## config.mk

```make
export PLATFORM = sky130hd
export DESIGN_NAME = cache_req_arbiter
export DESIGN_NICKNAME = d
export VERILOG_FILES = /design/src/rtl/cache_req_arbiter.sv
export SDC_FILE = /design/constraint.sdc
export NUM_CORES = 1
export LEC_CHECK = 0
export CAP_MARGIN = 20
export CORE_AREA = 2 2 167 169
export DETAILED_ROUTE_END_ITERATION = 8
export DIE_AREA = 0 0 169 171
export GPL_ROUTABILITY_DRIVEN = 0
export PLACE_DENSITY_LB_ADDON = 0.25
export SLEW_MARGIN = 20
export SYNTH_ARGS = -nofsm -noshare
export SYNTH_HDL_FRONTEND = slang
export SYNTH_SLANG_ARGS = --single-unit
```

## constraint.sdc

```tcl
create_clock -name CLK -period 2.3 [get_ports CLK]
set_input_delay 0.345 -clock CLK [delete_from_list [all_inputs] [get_ports CLK]]
set_output_delay 0.345 -clock CLK [all_outputs]
set_load 0.05 [all_outputs]
```

## src/rtl/cache_req_arbiter.sv

```systemverilog
// Serialises instruction/data requests from NCPU cores onto one single-port memory.
// Optional build macro CACHE_ARB_RR_EN selects round-robin core arbitration (default: fixed priority).
module cache_req_arbiter #(
    parameter int NCPU   = 2,
    parameter int WORD_W = 32
) (
    input  logic                          CLK,
    input  logic                          nRST,
    input  logic [NCPU-1:0]               halt,
    input  logic [NCPU-1:0]               iREN,
    input  logic [NCPU-1:0][WORD_W-1:0]   iaddr,
    input  logic [NCPU-1:0]               dREN,
    input  logic [NCPU-1:0]               dWEN,
    input  logic [NCPU-1:0][WORD_W-1:0]   daddr,
    input  logic [NCPU-1:0][WORD_W-1:0]   dstore,
    output logic [NCPU-1:0]               ihit,
    output logic [NCPU-1:0]               dhit,
    output logic [NCPU-1:0][WORD_W-1:0]   iload,
    output logic [NCPU-1:0][WORD_W-1:0]   dload,
    output logic                          ramREN,
    output logic                          ramWEN,
    output logic [WORD_W-1:0]             ramaddr,
    output logic [WORD_W-1:0]             ramstore,
    input  logic [WORD_W-1:0]             ramload,
    input  logic                          ramwait,
    output logic [1:0]                    o_dbg_state
);
    localparam int GW = (NCPU > 1) ? $clog2(NCPU) : 1;

    typedef enum logic [1:0] {
        IDLE   = 2'd0,
        ACCESS = 2'd1,
        HIT    = 2'd2
    } state_t;

    state_t                        r_state;
    state_t                        w_next;
    logic [GW-1:0]                 r_grant;
    logic [GW-1:0]                 w_sel;
    logic                          w_found;
    logic                          r_kind_d;
    logic                          r_write;
    logic [NCPU-1:0]               w_elig;
    logic [NCPU-1:0][WORD_W-1:0]   r_iload;
    logic [NCPU-1:0][WORD_W-1:0]   r_dload;

    assign w_elig = ~halt & (iREN | dREN | dWEN);

`ifdef CACHE_ARB_RR_EN
    logic [GW-1:0] r_ptr;

    always_comb begin : p_sel_rr
        int idx;
        idx     = 0;
        w_found = 1'b0;
        w_sel   = '0;
        for (int k = 0; k < NCPU; k++) begin
            idx = int'(r_ptr) + k;
            if (idx >= NCPU) idx = idx - NCPU;
            if (!w_found && w_elig[idx]) begin
                w_found = 1'b1;
                w_sel   = GW'(idx);
            end
        end
    end

    always_ff @(posedge CLK) begin
        if (!nRST) begin
            r_ptr <= '0;
        end else if (r_state == HIT) begin
            r_ptr <= (int'(r_grant) + 1 >= NCPU) ? '0 : r_grant + 1'b1;
        end
    end
`else
    always_comb begin : p_sel_fixed
        w_found = 1'b0;
        w_sel   = '0;
        for (int k = NCPU - 1; k >= 0; k--) begin
            if (w_elig[k]) begin
                w_found = 1'b1;
                w_sel   = GW'(k);
            end
        end
    end
`endif

    always_comb begin
        w_next = r_state;
        case (r_state)
            IDLE:    if (w_found) w_next = ACCESS;
            ACCESS:  if (!ramwait) w_next = HIT;
            HIT:     w_next = IDLE;
            default: w_next = IDLE;
        endcase
    end

    // The read/write choice is frozen at grant so a dropped request never aborts the access.
    always_comb begin
        ramREN   = 1'b0;
        ramWEN   = 1'b0;
        ramaddr  = '0;
        ramstore = '0;
        ihit     = '0;
        dhit     = '0;
        if (r_state == ACCESS) begin
            ramWEN  = r_write;
            ramREN  = ~r_write;
            ramaddr = r_kind_d ? daddr[r_grant] : iaddr[r_grant];
            if (r_write) ramstore = dstore[r_grant];
        end
        if (r_state == HIT) begin
            if (r_kind_d) dhit[r_grant] = 1'b1;
            else          ihit[r_grant] = 1'b1;
        end
    end

    always_ff @(posedge CLK) begin
        if (!nRST) begin
            r_state  <= IDLE;
            r_grant  <= '0;
            r_kind_d <= 1'b0;
            r_write  <= 1'b0;
            r_iload  <= '0;
            r_dload  <= '0;
        end else begin
            r_state <= w_next;
            // Data beats instruction within a core; dWEN with dREN is a write.
            if (r_state == IDLE && w_found) begin
                r_grant  <= w_sel;
                r_kind_d <= dREN[w_sel] | dWEN[w_sel];
                r_write  <= dWEN[w_sel];
            end
            if (r_state == ACCESS && !ramwait && !r_write) begin
                if (r_kind_d) r_dload[r_grant] <= ramload;
                else          r_iload[r_grant] <= ramload;
            end
        end
    end

    assign iload       = r_iload;
    assign dload       = r_dload;
    assign o_dbg_state = r_state;

endmodule

```

# == Word-level counts from Yosys, hierarchy flattened ==
# Index checks and enable logic that the tools add are counted.
# totals
out_inout_bits,200
input_bits,235
reg_bits,133
word_cells,64
# classes
order_cmp,3
mux,32
n_reduce_logical,10
n_eq_ne,4
bitwise,7
# ops
op,n
$mux 32,11
$bwmux 64,2
$demux 32 s1,1
$mux 2,6
$mux 1,10
$reduce_and 2->1,3
$logic_and 1x1->1,4
$lt 1x2->1 const B,2
$ne 2x2->1 const B,2
$or 2x2->2,2
$pmux 2 s2,1
$and 2x2->2,1
$eq 2x1->1 const B,1
$eq 2x2->1 const B,1
$logic_not 1->1,2
$logic_not 2->1,1
$not 1->1,2
$not 2->2,1
$demux 1 s1,1
$ge 1x1->1 const B,1
$or 1x1->1,1

# == Depth between registers and ports, before layout ==
# logic_depth
ltp_word,8
mapped_depth,7
ltp_nobuf,4

# == Worst setup path before layout ==
# OpenSTA, ideal clock, no wires.
# synth_path
path_type,reg2out
from,register r_kind_d
to,output port dhit[0]
slack_ps,-302
arrival_ps,2257
path_buffers,2
required_time_ps,1955
stages_incl_launch_ff,4
cell_sequence,dfxtp_1 clkbuf_1 buf_1 nor3b_1
# synth_via
elab_chain_cells,2
# synth_lines
item,line,rtl
"start, declared",41,logic r_kind_d;
"start signal, assigned",130,r_kind_d <= dREN[w_sel] | dWEN[w_sel];
$mux 2,112,if (r_kind_d) dhit[r_grant] = 1'b1;
$mux 2,111,if (r_state == HIT) begin
"end, declared",17,"output logic [NCPU-1:0] dhit,"
# No other way between the ends.

# == Worst setup path in the final report ==
# layout_path
from,register r_grant
to,output port ramaddr[19]
# layout_via
elab_chain_cells,4
word_cells_on_any_way,6
cone_classes,6 x mux
# layout_lines
item,line,rtl
"start, declared",38,logic [GW-1:0] r_grant;
"start signal, assigned",129,r_grant <= w_sel;
$mux 32 (implied by the code) (2 in series),108,ramaddr = r_kind_d ? daddr[r_grant] : iaddr[r_grant];
$mux 32 *,108,
$mux 32 *,105,if (r_state == ACCESS) begin
"end, declared",22,"output logic [WORD_W-1:0] ramaddr,"
# Mark *: on every way between the ends. The rest lies on a longest branch, timed or not. The select of a mux whose other input is x is not followed.

==> results.txt <==
DP Worst Slack: 0.0534 ns
top post-synthesis cells by area: dfxtp_1 (43%), nand2_1 (12%), mux4_2 (12%), mux2i_1 (10%), a21oi_1 (7.9%)
crit path kind: reg2out
Port Buf Inserts: 434
Total GRT Usage: 18.9%
CP max FO: 8
Post-Route Skew: 0.0126 ns
status: complete, no violations
internal power: 5.14 mW
Site Rows: 61
post-synthesis cell area: 6190 µm²
RSZ-0062 raised after global routing: true
Sw Share: 27.5%
Ys Warns: 0
Routed Antenna Nets: 0
Main synth FF type: dfxtp_1
DR DRC count: 0
clock sinks: 133
fin. max-slew vios: 0
P&R area growth vs syn: 97.2%
Worst Slack Setup Final: 0.0306 ns
H-tree depth: 4
Pleak: 4.55 nW
Initial DRC Count: 340
Worst Tran Pin Value: 0.645 ns
First-pass DRT Iterations: 5
Post-synth EDFFs: 0
largest net degree at the start of global routing: 58
Rel. slew slack: 56.9%
total wire length: 28,500 µm
Root Buffer: clkbuf_16
count of endpoints failing hold in the final timing report: 0
I/O pin count: 435
GR Overflow Total: 0
Clk Latency, worst-skew pair: 0.42 ns
CP startpoint kind: register
Starting Density: 22.6%
period utilization: 98.7%
minimum clock period: 2.27 ns
hold crit path type: reg2reg
max cap viols: 0
die width: 169 µm
die footprint: 28,900 µm²
#FFs+latches synth: 133
# diodes: 0
sequential share of the synthesized area: 43.0%
endpoint class of the critical path: output port
Hold WS: 0.451 ns
first-pass GRT wire length: 41,200 µm
peak clock frequency supported by timing: 441 MHz
# nets final: 1,379
CTS Hold Bufs: 0
Post-synth ARST share: 0%
Critical Path RT: 1.96 ns
Comb pwr share: 26.0%
initial antenna violation count: 1
vias per inst: 4.47
Flop pwr share: 33.8%
post-synth top area share: 43.0%
P per Cell Area: 581 nW/µm²
layout cell share with drive strength beyond 1: 17.5%
deepest clock path buffer count: 2
die height: 171 µm
Syn Area/Cell: 8.70 µm²
Psw: 1.95 mW
IR Drop Worst-Case VDD: 328 µV
top post-synthesis cells by count: nand2_1 (195), dfxtp_1 (133), a21oi_1 (98), nor2_1 (71), mux2i_1 (64)
via count: 6,713
vias in the first global route: 6,641
largest area contributor in the netlist: dfxtp_1
clk slew on worst S/H paths: 0.06 ns
most frequent cell after synthesis: nand2_1
Post-Synthesis Net Count: 946
final setup fails: 0
CTS tree: built
post-synth cell types: 29
Pwr Total: 7.09 mW
setup TNS: 0 ns
Num CTS Buffers: 17
Critical Path AT: 1.92 ns
CORE AREA: 27,300 µm²
Synth Instances: 711
Detailed Place HPWL: 22,200 µm
wire per inst: 19.0 µm
Clock Power Share: 40.3%
==> flip-flops by register name (all words and copies together), names as in the netlist <==
signal / count
r_grant: 1
dload: 64
iload: 64
o_dbg_state: 2
r_write: 1
r_kind_d: 1
==> repair_timing <==
item | in CTS | in global routing
setup endpoints to repair | 15 | 34
setup buffers | 0 | 7
resized for setup | 15 | 37
cloned | 0 | 1
==> path summary, 6_finish.rpt <==
| check | start | endpoint | slack, ns | depth (start not counted) |
|---|---|---|---|---|
| max | r_grant$_SDFFE_PN0P_ | ramaddr[19] | 0.03 | 5 |
| min | dload[44]$_SDFFE_PN0P_ | dload[44]$_SDFFE_PN0P_ | 0.45 | 2 |
| max reg2reg | o_dbg_state[0]$_SDFFE_PN0P_ | iload[12]$_SDFFE_PN0P_ | 0.43 | 5 |
| min reg2reg | dload[44]$_SDFFE_PN0P_ | dload[44]$_SDFFE_PN0P_ | 0.45 | 2 |
==> power by group through the flow <==
stage | Sequential, mW | Clock, mW | Combinational (mW)
2_1_floorplan | 2.56 | 0 | 0.748
3_3_place_gp | 2.45 | 0 | 1.74
3_5_place_dp | 2.45 | 0 | 1.74
4_1_cts | 2.40 | 2.92 | 1.76
5_1_grt | 2.40 | 3.02 | 1.94
6_report | 2.40 | 2.85 | 1.84
==> layer usage <==
metal	GRT usage [%]	vias to the layer above	part of all wire, %
li1	-	3269	-
met1	23.4	3138	43
met2	31.1	279	47
met3	7.03	25	8.9
met4	4.91	2	1.4
met5	0	-	0.046
==> kinds of logic after synthesis <==
logic type,synth area share (%)
compound gates,9.02
buf+inv,4.29
flops,43.0
mux,22.0
simple gates,21.7
==> critical path: stages, from the launching register on <==
cell     delay (ns)
dfxtp_4        0.38
buf_6          0.14
buf_12         0.14
mux4_2         0.51
and2_4         0.18
buf_6          0.15
==> cell type report <==
class                           count  area, µm²
Sequential cell                   133       2670
Timing Repair Buffer              469       5110
Multi-Input combinational cell    521       3360
Fill cell                        2659      15100
Tap cell                          346        433
Clock buffer                       25        507
Clock inverter                      7        116
Inverter                            2       10.0
==> through the flow <==
| stage | instance area (µm²) | std cells | util [%] |
|---|---|---|---|
| global route | 12200 | 1503 | 44.7 |
| finish | 12200 | 1503 | 44.7 |
| detailed placement | 11300 | 1463 | 41.4 |
| CTS | 12000 | 1495 | 43.9 |
| floorplan | 6200 | 711 | - |
| global placement | 11300 | 1463 | 41.4 |
==> layout by cell type (no fill, tap or decap), types with 13 or more instances in the layout <==
cell / instances
clkdlybuf4s50_1: 363
nand2_1: 195
dfxtp_1: 131
a21oi_1: 98
nor2_1: 66
mux2i_1: 64
buf_12: 45
buf_4: 36
mux4_2: 32
buf_6: 22
and2_4: 19
clkbuf_16: 19
and2_1: 13
Note: power is estimated with default switching activity, not from simulation.
